## src/rtl/uart_line_rx_if.sv

```systemverilog
// Byte-in / line-out bundle for the UART line assembler.
// master: byte source and line consumer; slave: the assembler itself.
interface uart_line_rx_if #(
  parameter int unsigned MAX_LEN = 16
);

  logic [7:0]           rx_byte;
  logic                 rx_byte_valid;
  logic [MAX_LEN*8-1:0] rx_string;
  logic [7:0]           rx_length;
  logic                 rx_overflow;
  logic                 rx_done;
  logic                 rx_busy;
  logic                 rx_timeout;

  modport master (
    output rx_byte,
    output rx_byte_valid,
    input  rx_string,
    input  rx_length,
    input  rx_overflow,
    input  rx_done,
    input  rx_busy,
    input  rx_timeout
  );

  modport slave (
    input  rx_byte,
    input  rx_byte_valid,
    output rx_string,
    output rx_length,
    output rx_overflow,
    output rx_done,
    output rx_busy,
    output rx_timeout
  );

endinterface

```

## src/rtl/uart_line_rx.sv

```systemverilog
// Assembles received UART bytes into a right-aligned line buffer and presents
// each CR LF terminated line with its length and an overflow flag.
module uart_line_rx #(
  parameter int unsigned MAX_LEN     = 16,
  parameter int unsigned TIMEOUT_CYC = 8680
) (
  input  logic          sys_clk,
  input  logic          sys_rst,
  uart_line_rx_if.slave bus
);

  localparam int unsigned W  = MAX_LEN * 8;
  localparam int unsigned TW = $clog2(TIMEOUT_CYC + 1);

  localparam logic [7:0]    MaxLen8     = 8'(MAX_LEN);
  localparam logic [TW-1:0] TimeoutLast = TW'(TIMEOUT_CYC - 1);
  localparam logic [7:0]    ChCr        = 8'h0D;
  localparam logic [7:0]    ChLf        = 8'h0A;

  typedef enum logic [1:0] {StIdle, StRecv, StGotCr} state_e;

  state_e        r_state, w_state_nxt;
  logic [W-1:0]  r_buf, w_buf_nxt;
  logic [7:0]    r_count, w_count_nxt;
  logic          r_ovf, w_ovf_nxt;
  logic [TW-1:0] r_idle, w_idle_nxt;
  logic [W-1:0]  r_string, w_string_nxt;
  logic [7:0]    r_length, w_length_nxt;
  logic          r_overflow, w_overflow_nxt;
  logic          r_done, w_done_nxt;
  logic          r_timeout, w_timeout_nxt;

  logic          w_is_cr, w_is_lf, w_is_data;
  logic [W-1:0]  w_shift;

  assign w_is_cr   = bus.rx_byte_valid && (bus.rx_byte == ChCr);
  assign w_is_lf   = bus.rx_byte_valid && (bus.rx_byte == ChLf);
  assign w_is_data = bus.rx_byte_valid && !w_is_cr && !w_is_lf;

  // Buffer shifted left by one byte with the new byte entering at [7:0]
  if (MAX_LEN > 1) begin : g_shift
    assign w_shift = {r_buf[W-9:0], bus.rx_byte};
  end else begin : g_single
    assign w_shift = bus.rx_byte;
  end

  // State register plus buffer, idle counter and presented-line registers
  always_ff @(posedge sys_clk or posedge sys_rst) begin
    if (sys_rst) begin
      r_state    <= StIdle;
      r_buf      <= '0;
      r_count    <= '0;
      r_ovf      <= 1'b0;
      r_idle     <= '0;
      r_string   <= '0;
      r_length   <= '0;
      r_overflow <= 1'b0;
      r_done     <= 1'b0;
      r_timeout  <= 1'b0;
    end else begin
      r_state    <= w_state_nxt;
      r_buf      <= w_buf_nxt;
      r_count    <= w_count_nxt;
      r_ovf      <= w_ovf_nxt;
      r_idle     <= w_idle_nxt;
      r_string   <= w_string_nxt;
      r_length   <= w_length_nxt;
      r_overflow <= w_overflow_nxt;
      r_done     <= w_done_nxt;
      r_timeout  <= w_timeout_nxt;
    end
  end

  // Next-state logic: framing, byte storage, termination and timeout
  always_comb begin
    w_state_nxt    = r_state;
    w_buf_nxt      = r_buf;
    w_count_nxt    = r_count;
    w_ovf_nxt      = r_ovf;
    w_idle_nxt     = r_idle;
    w_string_nxt   = r_string;
    w_length_nxt   = r_length;
    w_overflow_nxt = r_overflow;
    w_done_nxt     = 1'b0;
    w_timeout_nxt  = 1'b0;

    unique case (r_state)
      StIdle: begin
        w_idle_nxt = '0;
        if (w_is_data) begin
          w_buf_nxt      = '0;
          w_buf_nxt[7:0] = bus.rx_byte;
          w_count_nxt    = 8'd1;
          w_ovf_nxt      = 1'b0;
          w_state_nxt    = StRecv;
        end else if (w_is_cr) begin
          w_buf_nxt   = '0;
          w_count_nxt = '0;
          w_ovf_nxt   = 1'b0;
          w_state_nxt = StGotCr;
        end
      end

      StRecv, StGotCr: begin
        // Any strobe restarts the idle count, so a byte on the last cycle wins
        if (bus.rx_byte_valid) begin
          w_idle_nxt = '0;
        end else if (r_idle == TimeoutLast) begin
          w_idle_nxt    = '0;
          w_timeout_nxt = 1'b1;
          w_buf_nxt     = '0;
          w_count_nxt   = '0;
          w_ovf_nxt     = 1'b0;
          w_state_nxt   = StIdle;
        end else begin
          w_idle_nxt = r_idle + TW'(1);
        end

        if (w_is_data) begin
          if (r_count < MaxLen8) begin
            w_buf_nxt   = w_shift;
            w_count_nxt = r_count + 8'd1;
          end else begin
            w_ovf_nxt = 1'b1;
          end
          w_state_nxt = StRecv;
        end else if (w_is_cr) begin
          w_state_nxt = StGotCr;
        end else if (w_is_lf && (r_state == StGotCr)) begin
          // Empty lines close silently and leave the presented line alone
          if (r_count != 8'd0) begin
            w_string_nxt   = r_buf;
            w_length_nxt   = r_count;
            w_overflow_nxt = r_ovf;
            w_done_nxt     = 1'b1;
          end
          w_state_nxt = StIdle;
        end
      end

      default: begin
        w_state_nxt = StIdle;
      end
    endcase
  end

  assign bus.rx_string   = r_string;
  assign bus.rx_length   = r_length;
  assign bus.rx_overflow = r_overflow;
  assign bus.rx_done     = r_done;
  assign bus.rx_timeout  = r_timeout;
  assign bus.rx_busy     = (r_state != StIdle);

endmodule
```

## src/flat_wrapper.sv

```systemverilog
// flat-port wrapper written by rule: the top's interface ports become plain ports
module uart_line_rx_flat 
#(
  parameter int unsigned MAX_LEN     = 16,
  parameter int unsigned TIMEOUT_CYC = 8680
)
  (sys_clk, sys_rst, bus_rx_byte, bus_rx_byte_valid, bus_rx_string, bus_rx_length, bus_rx_overflow, bus_rx_done, bus_rx_busy, bus_rx_timeout);
  uart_line_rx_if #(.MAX_LEN(MAX_LEN)) bus_i ();
  input  logic sys_clk;
  input  logic sys_rst;
  input wire logic [$bits(bus_i.rx_byte)-1:0] bus_rx_byte;
  input wire logic [$bits(bus_i.rx_byte_valid)-1:0] bus_rx_byte_valid;
  output wire logic [$bits(bus_i.rx_string)-1:0] bus_rx_string;
  output wire logic [$bits(bus_i.rx_length)-1:0] bus_rx_length;
  output wire logic [$bits(bus_i.rx_overflow)-1:0] bus_rx_overflow;
  output wire logic [$bits(bus_i.rx_done)-1:0] bus_rx_done;
  output wire logic [$bits(bus_i.rx_busy)-1:0] bus_rx_busy;
  output wire logic [$bits(bus_i.rx_timeout)-1:0] bus_rx_timeout;
  assign bus_i.rx_byte = bus_rx_byte;
  assign bus_i.rx_byte_valid = bus_rx_byte_valid;
  assign bus_rx_string = bus_i.rx_string;
  assign bus_rx_length = bus_i.rx_length;
  assign bus_rx_overflow = bus_i.rx_overflow;
  assign bus_rx_done = bus_i.rx_done;
  assign bus_rx_busy = bus_i.rx_busy;
  assign bus_rx_timeout = bus_i.rx_timeout;
  uart_line_rx #(.MAX_LEN(MAX_LEN), .TIMEOUT_CYC(TIMEOUT_CYC)) u_core (.sys_clk(sys_clk), .sys_rst(sys_rst), .bus(bus_i));
endmodule
```

## config.mk

```make
export PLATFORM = sky130hd
export DESIGN_NAME = uart_line_rx_flat
export DESIGN_NICKNAME = d
export VERILOG_FILES = /design/src/rtl/uart_line_rx_if.sv /design/src/rtl/uart_line_rx.sv /design/src/flat_wrapper.sv
export SDC_FILE = /design/constraint.sdc
export NUM_CORES = 1
export LEC_CHECK = 0
export CAP_MARGIN = 10
export CORE_MARGIN = 2
export CORE_UTILIZATION = 25
export CTS_CLUSTER_SIZE = 12
export DETAILED_ROUTE_END_ITERATION = 6
export GPL_ROUTABILITY_DRIVEN = 0
export PLACE_DENSITY = 0.52
export SYNTH_ARGS = -nofsm -noshare
export SYNTH_HDL_FRONTEND = slang
export SYNTH_SLANG_ARGS = --single-unit
```

## constraint.sdc

```tcl
create_clock -name sys_clk -period 15.9 [get_ports sys_clk]
set_clock_uncertainty 0.05 [all_clocks]
set_input_delay 3.975 -clock sys_clk [delete_from_list [all_inputs] [get_ports sys_clk]]
set_output_delay 3.975 -clock sys_clk [all_outputs]
set_load 0.1 [all_outputs]
```

* After elaboration in Yosys (flattened, before gate mapping) *
Index checks and enable logic that the tools add are counted.

cells by class
  add/sub/neg operators = 2
  order comparisons = 1
  equality and inequality tests = 8
  mux-type cells = 40
  bitwise logic cells = 2
  reduce and logical (&&, ||, !) cells = 15

operators with widths
  kind                                                                           number
  128-bit 2-to-1 mux                                                             6
  128-bit case mux with 2 select lines                                           1
  8-bit 2-to-1 mux                                                               6
  14-bit 2-to-1 mux                                                              2
  14-bit case mux with 2 select lines                                            1
  8-bit by 4-bit equality test with 1-bit output (second input constant)         2
  8-bit case mux with 2 select lines                                             1
  14-bit by 1-bit adder with 14-bit output (second input constant)               1
  14-bit equality test (second input constant)                                   1
  1-bit 2-to-1 mux                                                               14
  2-bit 2-to-1 mux                                                               7
  8-bit by 1-bit adder with 8-bit output (second input constant)                 1
  8-bit by 5-bit less-than comparator with 1-bit output (second input constant)  1
  8-bit nonzero test                                                             1
  1-bit logical AND                                                              5
  5-bit by 1-bit inequality test with 1-bit output (second input constant)       1
  5-bit by 2-bit inequality test with 1-bit output (second input constant)       1
  5-bit AND reduction                                                            1
  2-bit case mux with 2 select lines                                             1
  2-bit nonzero test                                                             2
  3-bit by 1-bit inequality test with 1-bit output (second input constant)       1
  3-bit AND reduction                                                            1
  2-bit by 1-bit equality test with 1-bit output (second input constant)         1
  2-bit equality test (second input constant)                                    1
  other kinds (6)                                                                8

word-level totals
  bits in registers = 292
  bits of input ports = 11
  output and inout port bits = 140
  word-level logic and storage cells = 78

* Depth between registers and ports, before layout *
  depth after elaboration = 7
  gate-level depth with buffers = 11
  gate-level depth less buffers = 7

* Worst setup path before layout *
Ideal clock, no wire load.

  kind = input to register
  start point = input port bus_rx_byte[0]
  end point = register u_core.r_length[7], in the netlist u_core.bus.rx_length[7]
  setup time = 126 ps
  data arrival time = 5,606 ps
  data required time = 15,724 ps
  setup slack = 10,118 ps
  stages on the path = 7
  path buffers = 3
  cells stage by stage = nor3b_1 nand4_1 a311o_1 clkbuf_1 clkbuf_1 clkbuf_1 mux2_2

on the way
  longest elaborated chain between the ends = 7
  elaborated cells between the ends (all ways) = 12
  those cells by class = 2 x eq/ne; 2 x bitwise; 8 x reduce/logical

ends and longest elaborated chain
  what                                            line                text
  from (decl)                                     flat_wrapper.sv:11  input wire logic [$bits(bus_i.rx_byte)-1:0] bus_rx_byte;
  8-bit by 4-bit equality test with 1-bit output  uart_line_rx.sv:36  assign w_is_cr = bus.rx_byte_valid && (bus.rx_byte == ChCr);
  1-bit logical AND                               uart_line_rx.sv:36
  1-bit zero test                                 uart_line_rx.sv:38  assign w_is_data = bus.rx_byte_valid && !w_is_cr && !w_is_lf;
  1-bit logical AND (2 in series)                 uart_line_rx.sv:38
  1-bit inverter (no line)                        -
  5-bit AND reduction (no line) *                 -
  to (signal assigned)                            uart_line_rx.sv:67  r_length <= w_length_nxt;
  to (decl)                                       uart_line_rx.sv:28  logic [7:0] r_length, w_length_nxt;

Mark *: on every way between the ends. The rest lies on a longest branch, timed or not.
A chain may end at the register's enable or synchronous reset.

* Worst setup path after layout *
  start point = input port bus_rx_byte[1]
  end point = register u_core.r_string[113], in the netlist u_core.bus.rx_string[113]

on the way
  longest elaborated chain between the ends = 7
  elaborated cells between the ends (all ways) = 12
  those cells by class = 2 x eq/ne; 2 x bitwise; 8 x reduce/logical

ends and longest elaborated chain
  what                                            line                text
  8-bit by 4-bit equality test with 1-bit output  uart_line_rx.sv:36
  1-bit logical AND                               uart_line_rx.sv:36
  1-bit zero test                                 uart_line_rx.sv:38
  1-bit logical AND (2 in series)                 uart_line_rx.sv:38
  1-bit inverter (no line)                        -
  5-bit AND reduction (no line) *                 -
  to (signal assigned)                            uart_line_rx.sv:66  r_string <= w_string_nxt;
  to (decl)                                       uart_line_rx.sv:27  logic [W-1:0] r_string, w_string_nxt;

Marked as above.

==> flow_metrics.py <==
metrics = {
    "run_status": {
        "status": "completed",
    },
    "logic_synthesis": {
        "yosysSeqAreaShare_pct": 66.3,
        "synth_nets": 754,
        "async_flop_share_pct": 100,
        "synthCells": 737,
        "syn_area_sq_um": 11000,
        "synth_seq_cells": 292,
        "synth_warnings": 0,
        "synth_edf_count": 0,
        "avgSynthCellArea_sq_um": 15.0,
        "ys.flop_type": "dfrtp_1",
        "yosys.cell_types.count": 47,
    },
    "floorplan": {
        "ioPinCount": 151,
        "core-area_sq_um": 43300,
        "start_util_pct": 25.5,
        "fp-row-count": 76,
        "fp.dieW_um": 214,
        "dieHeight_um": 214,
        "die_area_sq_um": 45800,
    },
    "clock_tree": {
        "clk_pin_slew_worst_paths_ps": 60,
        "clock_path_buffers": 3,
        "cts_num_sinks": 292,
        "cts_inserted_buffers": 35,
        "htree_levels": 2,
        "post_cts_buffers": 0,
        "clock_latency_ps": 520,
        "cts_tree": "built",
        "ctsResizeCount": 0,
        "hold_buffers": 0,
        "clock-root-buffer": "clkbuf_16",
    },
    "final_layout": {
        "insertedDiodeCount": 0,
        "syn2layout_area_growth_pct": 29.3,
        "layout-drive-gt1-share_pct": 22.3,
        "final_nets": 900,
    },
    "flow_run": {
        "maxCapViolations": 0,
    },
    "sta": {
        "tightestPinTransition_ps": 1160,
        "fin_crit_ps": 7150,
        "hold_violations": 0,
        "slew_viol_final": 0,
        "rsz0062_at_grt": "no",
        "whs_ps": 438,
        "max_freq_ghz": 0.140,
        "fin_setup_tns_ps": 0,
        "setup_violations": 0,
        "maxSlewHeadroom_pct": 22.7,
        "fin_crit_sh_pct": 45.0,
    },
    "worst_setup_path": {
        "critical_path_class": "in2reg",
        "critPathArrivalTime_ps": 7500,
        "end_kind": "flip-flop",
        "worstSetupStartpointType": "input port",
        "worstPathRequired_ps": 16250,
        "critPathMaxFanout": 53,
        "r2r_cells": 5,
    },
    "power_and_ir_drop": {
        "intPower_mw": 1.35,
        "power.density_nw_per_um2": 135,
        "leakagePower_nw": 6.71,
        "p_sw_share_pct": 29.9,
        "combPwrFrac_pct": 16.0,
        "switching_power_uw": 578,
        "ir_drop_v": 0.0000912,
        "power.share.sequential_pct": 42.5,
        "clkPwrFrac_pct": 41.5,
    },
    "grt": {
        "grt_pass1_wl_mm": 42.4,
        "antenna_found_initial": 0,
        "first_global_vias": 6843,
        "grt_max_degree": 187,
        "grt_overflow": 0,
        "gr-usage-all-layers_pct": 11.7,
    },
    "route": {
        "postRouteAntennaNets": 0,
        "drt_iter0_markers": 404,
        "dr.pass1.iters": 4,
        "drc": 0,
        "viasPerCell": 4.46,
        "wl_per_cell_um": 18.0,
        "drt_wl_total_mm": 26.8,
        "num_vias": 6638,
    },
    "hold_path": {
        "hold_path.class": "reg2reg",
        "hold_depth": 2,
    },
    "placed_design": {
        "numPortBuffers": 150,
        "dp_hpwl_mm": 16.7,
    },
}
stage by stage:
step                cell area, sq um  util, %  power, mW  std cells  setup WS [ps]
floorplan                      11000        -       1.07        737           3810
global placement               13100     30.3       1.15       1431           8160
detailed placement             13100     30.3       1.15       1431           8130
CTS                            14300     33.0       1.97       1490           8680
global route                   14300     33.0       2.03       1490           8550
finish                         14300     33.0       1.93       1490           8750
cells in the final DEF, fill, tap and decap left out, drive strengths merged, types with 2 or more instances in the layout:
cell             n
a31oi            5
o31ai            2
a21o             2
nand2b           3
o21ai           11
nor2            23
dfrtp          292
bufinv           3
clkinv           6
clkdlybuf4s50  150
or4b             2
or3              2
or4              2
nor3             3
xor2             6
inv              9
clkbuf          49
ha               6
nor4             3
a21oi            3
and2             3
a22o           132
and3             2
buf              6
xnor2            2
mux2           136
nand2           16
nand3            8
cell usage after synthesis, types with 2 or more instances:
cell type  number  area (sq um)
clkbuf_1       24          90.1
or3_1           2          12.5
o31ai_1         2          15.0
buf_2           5          25.0
a21oi_1         3          15.0
buf_6           8          90.1
nor2_1         23          86.3
nand2b_1        3          18.8
buf_1          10          37.5
inv_1           9          33.8
mux2_2        136          1530
nor4_1          3          18.8
and3_1          2          12.5
nand3_1         8          40.0
nand2_1        16          60.1
a22o_1        132          1160
dfrtp_1       292          7310
or4b_1          2          20.0
o21ai_0         9          45.0
and2_1          3          18.8
ha_1            6          75.1
xnor2_1         2          17.5
xor2_1          6          52.6
a31oi_1         5          31.3
a21o_1          2          15.0
nor3_1          3          15.0
routing by layer:
metal	GRT usage (%)	vias up	wire (um)
met5	0	-	0
met4	4.06	0	589
met3	3.08	34	1470
met2	17.6	152	12000
met1	16.4	3413	12700
li1	-	3039	-
power groups by stage:
stage	clock, mW	sequential, mW	combinational [mW]
after floorplan	0	0.817	0.254
after global placement	0	0.834	0.316
after detailed placement	0	0.834	0.314
after CTS	0.837	0.821	0.315
after global routing	0.863	0.826	0.339
final	0.801	0.821	0.308
worst max-delay path, stage by stage:
cell             delay, ps
clkdlybuf4s50_1        420
nor3b_1                200
nand4_1                140
a311o_2                900
buf_4                  670
buf_4                  700
mux2_2                 410
area by class of cell:
cell class | count | area, sq um
clock inverter | 10 | 128
multi-input combinational | 389 | 3460
clock buffer | 49 | 1030
inverter | 9 | 41.3
timing repair buffer | 156 | 1560
fill | 4238 | 29000
tap | 585 | 732
sequential | 292 | 7310
cell families (layout without fill, tap and decap cells):
kind of cell / after synthesis / in the layout / share of synthesized area, %
adder cells (fa/ha/maj): 6 / 6 / 0.681
flip-flops: 292 / 292 / 66.3
XOR/XNOR: 8 / 8 / 0.635
buffers and inverters: 56 / 224 / 2.51
AND/OR/NAND/NOR: 73 / 73 / 3.32
multiplexers: 136 / 136 / 13.9
AO/OA/AOI/OAI: 166 / 166 / 12.7
state kept, by name (all words and copies together) (netlist names):
register,flops
u_core.bus.rx_overflow,1
u_core.r_state,2
u_core.r_ovf,1
u_core.r_idle,14
u_core.bus.rx_done,1
u_core.bus.rx_length,8
u_core.r_buf,128
u_core.bus.rx_string,128
u_core.bus.rx_timeout,1
u_core.r_count,8
final timing paths:
path                                          from                   endpoint  slack [ps]
max in group asynchronous                  sys_rst   u_core.bus.rx_string[67]       10300
hold / removal             u_core.bus.rx_length[0]    u_core.bus.rx_length[0]         440
setup reg to reg                 u_core.r_count[4]  u_core.bus.rx_string[113]       11920
setup / recovery                    bus_rx_byte[1]  u_core.bus.rx_string[113]        8750
hold reg to reg            u_core.bus.rx_length[0]    u_core.bus.rx_length[0]         440
min in group asynchronous                  sys_rst   u_core.bus.rx_string[25]        3930
Note: power is estimated with default switching activity, not from simulation.
